File: src/rtl/req_cond_pkg.sv
// rtl/req_cond_pkg.sv - shared types, range limits and width helper for req_conditioner
// Purpose: FSM state encoding, legal parameter minimums and counter width helper.
// Ports: none (package).
package req_cond_pkg;

  typedef enum logic [1:0] {
    IDLE    = 2'b00,
    PRESS   = 2'b01,
    HELD    = 2'b10,
    RELEASE = 2'b11
  } state_t;

  localparam int MIN_SYNC_STAGES     = 2;
  localparam int MIN_DEBOUNCE_CYCLES = 1;
  localparam int MIN_REPEAT_PERIOD   = 2;

  // Wide enough to hold the larger of the debounce and repeat terminal counts.
  function automatic int cnt_width(input int debounce, input int repeat_period);
    return $clog2((debounce > repeat_period) ? debounce : repeat_period) + 1;
  endfunction

endpackage

File: src/rtl/sync_chain.sv
// rtl/sync_chain.sv - multi-flop synchroniser for one asynchronous bit
// Purpose: brings an asynchronous level into the clk domain.
// Ports:
//   clk  in  clock
//   rst  in  synchronous active-high reset, clears every stage
//   d    in  asynchronous input level
//   q    out last synchroniser stage
module sync_chain #(
  parameter int STAGES = 2
) (
  input  logic clk,
  input  logic rst,
  input  logic d,
  output logic q
);

  logic [STAGES-1:0] ff;

  always_ff @(posedge clk) begin
    if (rst) begin
      ff <= '0;
    end else begin
      ff <= {ff[STAGES-2:0], d};
    end
  end

  assign q = ff[STAGES-1];

endmodule

File: src/rtl/req_conditioner.sv
// rtl/req_conditioner.sv - synchronise, debounce and pulse-convert a raw request line
// Purpose: turns a bouncy asynchronous request into one req_pulse per accepted press.
// Optional feature: define REQ_AUTOREPEAT_EN to emit repeat pulses every
//   REPEAT_PERIOD cycles while the request stays held.
// Ports:
//   clk        in  clock
//   rst        in  synchronous active-high reset
//   raw_in     in  asynchronous raw request level
//   req_pulse  out one-cycle accepted-press pulse
//   level_out  out debounced registered level
//   busy       out high while a debounce window is open (PRESS or RELEASE)
module req_conditioner
  import req_cond_pkg::*;
#(
  parameter int SYNC_STAGES     = 2,
  parameter int DEBOUNCE_CYCLES = 4,
  parameter int REPEAT_PERIOD   = 16
) (
  input  logic clk,
  input  logic rst,
  input  logic raw_in,
  output logic req_pulse,
  output logic level_out,
  output logic busy
);

  localparam int CNT_W = cnt_width(DEBOUNCE_CYCLES, REPEAT_PERIOD);
  localparam logic [CNT_W-1:0] CNT_LAST = CNT_W'(DEBOUNCE_CYCLES - 1);

  if (SYNC_STAGES < MIN_SYNC_STAGES) begin : g_bad_sync
    $error("req_conditioner: SYNC_STAGES below minimum");
  end
  if (DEBOUNCE_CYCLES < MIN_DEBOUNCE_CYCLES) begin : g_bad_debounce
    $error("req_conditioner: DEBOUNCE_CYCLES below minimum");
  end
  if (REPEAT_PERIOD < MIN_REPEAT_PERIOD) begin : g_bad_repeat
    $error("req_conditioner: REPEAT_PERIOD below minimum");
  end

  logic             s_in;
  state_t           state, state_d;
  logic [CNT_W-1:0] cnt, cnt_d, cnt_sat;
  logic             level_d, pulse_d;

`ifdef REQ_AUTOREPEAT_EN
  localparam logic [CNT_W-1:0] RPT_LAST = CNT_W'(REPEAT_PERIOD - 1);
  logic [CNT_W-1:0] rcnt, rcnt_d;
`endif

  sync_chain #(.STAGES(SYNC_STAGES)) u_sync (
    .clk (clk),
    .rst (rst),
    .d   (raw_in),
    .q   (s_in)
  );

  // The sample that opens a window counts as the first stable cycle (cnt=0),
  // so a window closes once cnt reaches DEBOUNCE_CYCLES-1.
  assign cnt_sat = (cnt == CNT_LAST) ? cnt : cnt + CNT_W'(1);

  always_ff @(posedge clk) begin
    if (rst) begin
      state     <= IDLE;
      cnt       <= '0;
      level_out <= 1'b0;
      req_pulse <= 1'b0;
`ifdef REQ_AUTOREPEAT_EN
      rcnt      <= '0;
`endif
    end else begin
      state     <= state_d;
      cnt       <= cnt_d;
      level_out <= level_d;
      req_pulse <= pulse_d;
`ifdef REQ_AUTOREPEAT_EN
      rcnt      <= rcnt_d;
`endif
    end
  end

  always_comb begin
    state_d = state;
    cnt_d   = cnt;
    level_d = level_out;
    pulse_d = 1'b0;
`ifdef REQ_AUTOREPEAT_EN
    rcnt_d  = rcnt;
`endif
    case (state)
      IDLE: begin
        if (s_in) begin
          // A one-cycle window is already satisfied by the opening sample.
          if (DEBOUNCE_CYCLES == 1) begin
            state_d = HELD;
            level_d = 1'b1;
            pulse_d = 1'b1;
`ifdef REQ_AUTOREPEAT_EN
            rcnt_d  = '0;
`endif
          end else begin
            state_d = PRESS;
            cnt_d   = '0;
          end
        end
      end
      PRESS: begin
        if (!s_in) begin
          state_d = IDLE;
        end else if (cnt_sat == CNT_LAST) begin
          state_d = HELD;
          level_d = 1'b1;
          pulse_d = 1'b1;
`ifdef REQ_AUTOREPEAT_EN
          rcnt_d  = '0;
`endif
        end else begin
          cnt_d = cnt_sat;
        end
      end
      HELD: begin
        if (!s_in) begin
          if (DEBOUNCE_CYCLES == 1) begin
            state_d = IDLE;
            level_d = 1'b0;
          end else begin
            state_d = RELEASE;
            cnt_d   = '0;
          end
        end else begin
`ifdef REQ_AUTOREPEAT_EN
          if (rcnt == RPT_LAST) begin
            pulse_d = 1'b1;
            rcnt_d  = '0;
          end else begin
            rcnt_d = rcnt + CNT_W'(1);
          end
`endif
        end
      end
      RELEASE: begin
        if (s_in) begin
          state_d = HELD;
`ifdef REQ_AUTOREPEAT_EN
          rcnt_d  = '0;
`endif
        end else if (cnt_sat == CNT_LAST) begin
          state_d = IDLE;
          level_d = 1'b0;
        end else begin
          cnt_d = cnt_sat;
        end
      end
      default: state_d = IDLE;
    endcase
  end

  assign busy = (state == PRESS) || (state == RELEASE);

endmodule

File: config.mk
export PLATFORM = sky130hd
export DESIGN_NAME = req_conditioner
export DESIGN_NICKNAME = d
export VERILOG_FILES = /design/src/rtl/req_cond_pkg.sv /design/src/rtl/sync_chain.sv /design/src/rtl/req_conditioner.sv
export SDC_FILE = /design/constraint.sdc
export NUM_CORES = 1
export LEC_CHECK = 0
export ABC_CLOCK_PERIOD_IN_PS = 3450
export CORE_ASPECT_RATIO = 1.25
export CORE_UTILIZATION = 25
export CTS_CLUSTER_SIZE = 16
export DETAILED_ROUTE_END_ITERATION = 12
export DONT_BUFFER_PORTS = 1
export SLEW_MARGIN = 0
export SYNTH_ARGS = -nofsm -noshare
export SYNTH_HDL_FRONTEND = slang
export SYNTH_SLANG_ARGS = --single-unit
File: constraint.sdc
create_clock -name clk -period 3.45 [get_ports clk]
set_input_delay 0.69 -clock clk [delete_from_list [all_inputs] [get_ports clk]]
set_output_delay 0.69 -clock clk [all_outputs]
set_load 0.02 [all_outputs]
==> results of run 1 <==
path summary, 6_finish.rpt:
check | startpoint | to | slack [ns] | cells after the start
worst min-delay path | u_sync.ff[0] | u_sync.ff[1] | 0.45 | 1
worst max-delay path | cnt[0] | level_out | 1.28 | 6
worst max register to register | cnt[0] | level_out | 1.28 | 6
worst min register to register | u_sync.ff[0] | u_sync.ff[1] | 0.45 | 1
per-stage QoR:
stage	total power, mW	setup slack, ns	utilization	area [sq um]
2_1_floorplan	0.143	1.55	-	604
3_3_place_gp	0.143	1.33	0.279	624
3_5_place_dp	0.143	1.30	0.279	624
4_1_cts	0.229	1.28	0.291	651
5_1_grt	0.239	1.07	0.291	651
6_report	0.224	1.28	0.291	651
cell usage in the layout (no fill, tap or decap):
master                     netlist  routed
sky130_fd_sc_hd__a211o_1         1       1
sky130_fd_sc_hd__and3_1          1       1
sky130_fd_sc_hd__nand2_2         1       1
sky130_fd_sc_hd__clkbuf_4        0       3
sky130_fd_sc_hd__nand3_1         2       2
sky130_fd_sc_hd__dfxtp_1        11      11
sky130_fd_sc_hd__o21ai_0         5       5
sky130_fd_sc_hd__clkbuf_1        2       1
sky130_fd_sc_hd__xnor2_1         2       2
sky130_fd_sc_hd__o211ai_1        5       5
sky130_fd_sc_hd__nor3_1          4       4
sky130_fd_sc_hd__a311oi_4        1       1
sky130_fd_sc_hd__nor2_1          4       4
sky130_fd_sc_hd__nor4b_2         1       1
sky130_fd_sc_hd__inv_1           4       4
sky130_fd_sc_hd__and2_1          1       1
sky130_fd_sc_hd__and2_2          1       1
sky130_fd_sc_hd__nand2b_1        2       2
sky130_fd_sc_hd__nor2b_1         3       3
sky130_fd_sc_hd__mux2i_1         3       3
sky130_fd_sc_hd__ha_1            1       1
sky130_fd_sc_hd__o21a_1          1       1
sky130_fd_sc_hd__nand2_1         2       2
sky130_fd_sc_hd__a311o_1         1       1
sky130_fd_sc_hd__a21oi_1         4       4
sky130_fd_sc_hd__nor3b_1         2       2
sky130_fd_sc_hd__and3_2          1       1
sky130_fd_sc_hd__a21o_1          1       1
final cells by class:
type,count,area share
flip-flops and latches,11,0.338
well taps,31,0.0596
multi-input cells,50,0.538
clock buffers,4,0.0404
inverters,4,0.0231
registers in the layout (all words and copies together) (netlist names), named ones only:
name	flops
cnt	5
level_out	1
req_pulse	1
state	1
u_sync.ff	2
critical path: cells and delay by family (launching register included):
| family | cells | cell delay (ns) |
|---|---|---|
| AOI/OAI and AO/OA | 2 | 0.50 |
| muxes | 1 | 0.24 |
| DFF | 1 | 0.45 |
| adders and majority gates | 1 | 0.32 |
| and+or+nand+nor | 2 | 0.54 |
logic make-up (layout without fill, tap and decap cells):
kind of cell / count (synthesis) / count (layout)
AND/OR/NAND/NOR: 25 / 25
XOR/XNOR: 2 / 2
flip-flops: 11 / 11
multiplexers: 3 / 3
adder cells (fa/ha/maj): 1 / 1
AO/OA/AOI/OAI: 19 / 19
buffers and inverters: 7 / 8
cell usage after synthesis, drive strengths merged, types with 2 or more instances:
cell / n / area (sq um)
dfxtp: 11 / 220
o211ai: 5 / 37.5
o21ai: 5 / 25.0
a21oi: 4 / 20.0
inv: 4 / 15.0
nor2: 4 / 15.0
nor3: 4 / 20.0
mux2i: 3 / 30.0
nand2: 3 / 13.8
nor2b: 3 / 18.8
and2: 2 / 13.8
and3: 2 / 13.8
clkbuf: 2 / 7.51
nand2b: 2 / 12.5
nand3: 2 / 10.0
nor3b: 2 / 15.0
xnor2: 2 / 17.5
routing by layer:
layer	GRT usage	vias up
li1	-	252
met1	0.118	228
met2	0.163	6
met3	0.0222	2
met4	0.0630	0
met5	0	-
power breakdown:
group          internal [mW]  switching [mW]  total [mW]
combinational        0.00304         0.00368     0.00672
sequential             0.130         0.00380       0.133
clock                 0.0447          0.0395      0.0843
total                  0.177          0.0470       0.224
==> qor.json, run 1 <==
{
  "place_inst": 96,
  "htree_levels": 1,
  "critical-path-max-stage-delay_ns": 0.45,
  "timing.critical_path.from_type": "register",
  "ys_seq_area_frac": 0.364,
  "drt-vias-per-instance": 4.88,
  "simple_gate_area_share_of_the_yosys_netlist": 0.244,
  "fp.dieArea_sq_mm": 0.00262,
  "met3WireLength_microns": 18,
  "timing.hold.ws_ns": 0.450,
  "multi_input_comb_area_sq_um": 350,
  "drc": 0,
  "worst_pin_slew_ns": 0.637,
  "synth-xor-area-share": 0.0290,
  "asyncSetResetFlopFracSynth": 0,
  "antenna_found_initial": 0,
  "vias": 488,
  "detail_route.wl_per_cell_microns": 10.6,
  "start_util": 0.270,
  "critical_path_top_delay_cell": "sky130_fd_sc_hd__dfxtp_1",
  "netlist_instances": 68,
  "max_cap_violations": 0,
  "netlist_area_sq_um": 604,
  "antenna_cells_inserted": 0,
  "setup_repair_after_global_routing_missed_its_margin": "false",
  "synthFlopType": "sky130_fd_sc_hd__dfxtp_1",
  "synthesis.area_per_instance_sq_um": 8.89,
  "route.antenna.remaining_nets": 0,
  "core_area_sq_mm": 0.00223,
  "grt_max_degree": 11,
  "yosys.area_share.adder": 0.0207,
  "worst_skew_pair.late_latency_ns": 0.26,
  "finalCritPeriodShare": 0.628,
  "largest_family_of_logic_cells_by_synthesized_area": "simple AND/OR/NAND/NOR gates",
  "crit_path_time_final_ns": 2.17,
  "clkSinkCount": 11,
  "fin_worst_skew_ns": 0.00154,
  "timing.critical_path.to_type": "register",
  "die-height_microns": 57.0,
  "setup_viol": 0,
  "final.setup.tns_ns": 0,
  "cp_cell_sequence": "ha_1 -> nor4b_2 -> nand2_2 -> a311oi_4 -> mux2i_1 -> a21oi_1",
  "final_hold_violations": 0,
  "design.final.nets": 74,
  "criticalPathCategory": "register to register",
  "wl_met2_microns": 562,
  "row_count": 19,
  "number_of_port_buffers": 0,
  "cts_inserted_buffers": 3,
  "worst-endpoint-arrival_ns": 2.32,
  "syn_to_final_growth_pct": 7.66,
  "seqCellArea_sq_um": 220,
  "synth_enable_flop_cells": 0,
  "first_global_vias": 490,
  "cp_max_fo": 8,
  "io_pins": 6,
  "max_freq_mhz": 462,
  "chipWidth_microns": 46.0,
  "share_of_synthesized_area_spent_on_multiplexers": 0.0497,
  "ctsHoldBuffers": 0,
  "fillerInstances": 261,
  "routedLengthMet1_microns": 467,
  "clk_root_buffer_cell": "sky130_fd_sc_hd__clkbuf_4",
  "hpwlAfterDp_microns": 849,
  "grt_overflow": 0,
  "path_clk_slew_ns": 0.06,
  "maxSlewViolCount": 0,
  "drt_first_pass_iters": 3,
  "mappedNetlistNets": 72,
  "outcome": "complete, no violations",
  "total_leakage_power_nw": 0.200,
  "max-slew-margin-rel": 0.572,
  "hold_class": "register to register",
  "cts_tree": "done",
  "wirelength_microns": 1060,
  "postSynthRegisterBits": 11,
  "critical_path_required_ns": 3.60,
  "maximum_clock_insertion_buffer_count": 2,
  "synth-warning-count": 0,
  "gp_congestion": 0.794,
  "cts_resized": 0,
  "grt.total_usage": 0.102,
  "grt_first_pass_wirelength_microns": 1980,
  "p_per_area_mw_per_mm2": 345,
  "layout-drive-gt1-share": 0.116,
  "drt_iter0_drc": 4,
  "layoutNonFillerInstCount": 100,
  "synth_cell_types": 28,
  "post_cts.repair.setup_buffers": 0,
  "peak_ir_drop_on_the_vdd_network_mv": 0.177,
  "highest_layer": "met4",
  "synth-compound-area-share": 0.236
}
Note: power is estimated with default switching activity, not from simulation.
==> run 2, diff against run 1 <==
--- a/config.mk
+++ b/config.mk
@@ -5,7 +5,7 @@
 export SDC_FILE = /design/constraint.sdc
 export NUM_CORES = 1
 export LEC_CHECK = 0
-export ABC_CLOCK_PERIOD_IN_PS = 3450
+export ABC_CLOCK_PERIOD_IN_PS = 2100
 export CORE_ASPECT_RATIO = 1.25
 export CORE_UTILIZATION = 25
 export CTS_CLUSTER_SIZE = 16
==> constraint.sdc (replaced) <==
create_clock -name clk -period 2.1 [get_ports clk]
set_input_delay 0.42 -clock clk [delete_from_list [all_inputs] [get_ports clk]]
set_output_delay 0.42 -clock clk [all_outputs]
set_load 0.02 [all_outputs]
==> qor.json, run 2 (same netlist as run 1, synthesis figures left out) <==
{
  "path_clk_slew_ns": 0.07,
  "clkSinkCount": 11,
  "cts_inserted_buffers": 3,
  "chipWidth_microns": 46.0,
  "post-place-ws_ns": 0.218,
  "critical_path_top_delay_cell": "sky130_fd_sc_hd__dfxtp_1",
  "layout_commonest_cell": "sky130_fd_sc_hd__dfxtp_1",
  "syn_to_final_growth_pct": 15.1,
  "cpLargestDelayFamily": "compound AO/OA/AOI/OAI gates",
  "htree_levels": 1,
  "antenna_cells_inserted": 0,
  "crit_end": "cnt[0]",
  "route.antenna.remaining_nets": 0,
  "core_area_sq_mm": 0.00223,
  "io_pins": 6,
  "cp_max_fo": 7,
  "peak_ir_drop_on_the_vdd_network_mv": 0.434,
  "grt_first_pass_wirelength_microns": 2010,
  "setup_viol": 0,
  "hpwlAfterDp_microns": 835,
  "critical_path_required_ns": 2.26,
  "fin_worst_skew_ns": 0.00363,
  "critical_path.n_buffers_inverters": 2,
  "max_freq_mhz": 519,
  "layout_common_cells": "sky130_fd_sc_hd__dfxtp_1 (11), sky130_fd_sc_hd__buf_4 (6), sky130_fd_sc_hd__o21ai_0 (5), sky130_fd_sc_hd__o211ai_1 (5)",
  "final_hold_violations": 0,
  "max_cap_violations": 0,
  "drt_first_pass_iters": 4,
  "regToRegEndpoint": "cnt[0]",
  "worst-endpoint-arrival_ns": 2.08,
  "wirelength_microns": 1190,
  "crit_path_time_final_ns": 1.93,
  "cp_cell_sequence": "ha_1 -> and3_1 -> o211ai_1 -> a311oi_4 -> buf_4 -> buf_4 -> o211ai_1 -> nand2_1",
  "grt_overflow": 0,
  "start_util": 0.270,
  "die-height_microns": 57.0,
  "vias": 512,
  "fp.dieArea_sq_mm": 0.00262,
  "setup_repair_after_global_routing_missed_its_margin": "false",
  "layout-drive-gt1-share": 0.187,
  "maximum_clock_insertion_buffer_count": 2,
  "hold_class": "input port to register",
  "worst_pin_slew_ns": 0.662,
  "grt_max_degree": 11,
  "final.setup.tns_ns": 0,
  "reg2reg_from": "cnt[0]",
  "gp_congestion": 0.846,
  "antenna_found_initial": 0,
  "maxSlewViolCount": 0,
  "drt_iter0_drc": 17,
  "timing.critical_path.from_type": "register",
  "number_of_port_buffers": 0,
  "p_per_area_mw_per_mm2": 537,
  "detail_route.wl_per_cell_microns": 11.2,
  "max-slew-margin-rel": 0.556,
  "first_global_vias": 473,
  "reg_top3": "cnt (5), u_sync.ff (2)",
  "cts_tree": "done",
  "outcome": "complete, no violations",
  "timing.critical_path.to_type": "register",
  "critical-path-max-stage-delay_ns": 0.31,
  "criticalPathCategory": "register to register",
  "cp-startpoint": "cnt[0]",
  "worstSetupPathDepth": 8,
  "fillerInstances": 254,
  "clk_root_buffer_cell": "sky130_fd_sc_hd__clkbuf_4",
  "largest_register": "cnt",
  "finalCritPeriodShare": 0.918,
  "row_count": 19,
  "drc": 0,
  "total_leakage_power_nw": 0.233,
  "drt-vias-per-instance": 4.83,
  "design.final.nets": 80,
  "ctsHoldBuffers": 0,
  "worst_skew_pair.late_latency_ns": 0.27,
  "flip_flop_count_of_the_largest_register_all_copies_and_words_added": 5,
  "post_route_setup_slack_ns": 0.172,
  "grt.total_usage": 0.101,
  "final_core_utilization": 0.311,
  "r2r_setup_slack_ns": 0.17,
  "r2r.worst_path.cells": 8
}
-- run 2: cell count changes in the layout (fill, tap and decap cells not counted) --
cell,before,now
sky130_fd_sc_hd__buf_4,0,6
-- run 2: cell type report --
class / instances / area, sq um / area share
Clock buffer: 4 / 26.3 / 0.0378
Inverter: 4 / 15.0 / 0.0216
Multi-Input combinational cell: 50 / 350 / 0.504
Timing Repair Buffer: 6 / 45.0 / 0.0647
Sequential cell: 11 / 220 / 0.317
Tap cell: 31 / 38.8 / 0.0558
-- run 2: power breakdown --
part | switching [mW] | internal [mW] | total, mW
Combinational | 0.00781 | 0.00581 | 0.0136
Sequential | 0.00499 | 0.213 | 0.218
Clock | 0.0685 | 0.0735 | 0.142
Total | 0.0813 | 0.292 | 0.373
-- run 2: per-stage QoR --
step | power [mW] | hold WS, ns | area (sq um) | std cells
5_1_grt | 0.387 | 0.209 | 696 | 106
2_1_floorplan | 0.235 | 0.414 | 604 | 68
3_3_place_gp | 0.236 | 0.445 | 654 | 100
4_1_cts | 0.377 | 0.206 | 681 | 104
6_report | 0.373 | 0.211 | 696 | 106
3_5_place_dp | 0.236 | 0.436 | 654 | 100
-- run 2: what timing repair did --
action | CTS | global route
setup endpoints to repair | 0 | 1
gates resized for setup | 0 | 0
buffers inserted | 0 | 2
-- run 2: layer usage --
layer  part of all wire  wire, microns  up-vias  global-route usage
li1                   -              -      260                   -
met1               0.45            532      231               0.134
met2               0.48            565       15               0.151
met3              0.036             43        6              0.0127
met4              0.040             48        0              0.0630
met5                  0              0        -                   0
-- run 2: worst min-delay path by stage --
| stage | to | cells after the start | start |
|---|---|---|---|
| 2_1_floorplan | u_sync.ff[1] | 1 | u_sync.ff[0] |
| 3_3_place_gp | u_sync.ff[1] | 1 | u_sync.ff[0] |
| 3_5_place_dp | u_sync.ff[1] | 1 | u_sync.ff[0] |
| 4_1_cts | cnt[4] | 1 | rst |
| 5_1_grt | level_out | 1 | rst |
| 6_report | level_out | 1 | rst |
==> run 3, diff against run 2 <==
--- a/config.mk
+++ b/config.mk
@@ -11,6 +11,7 @@
 export CTS_CLUSTER_SIZE = 16
 export DETAILED_ROUTE_END_ITERATION = 12
 export DONT_BUFFER_PORTS = 1
+export GPL_ROUTABILITY_DRIVEN = 1
 export SLEW_MARGIN = 0
 export SYNTH_ARGS = -nofsm -noshare
 export SYNTH_HDL_FRONTEND = slang
==> results of run 3 <==
Same layout as run 2: the final DEF is identical, and so are final timing and power.
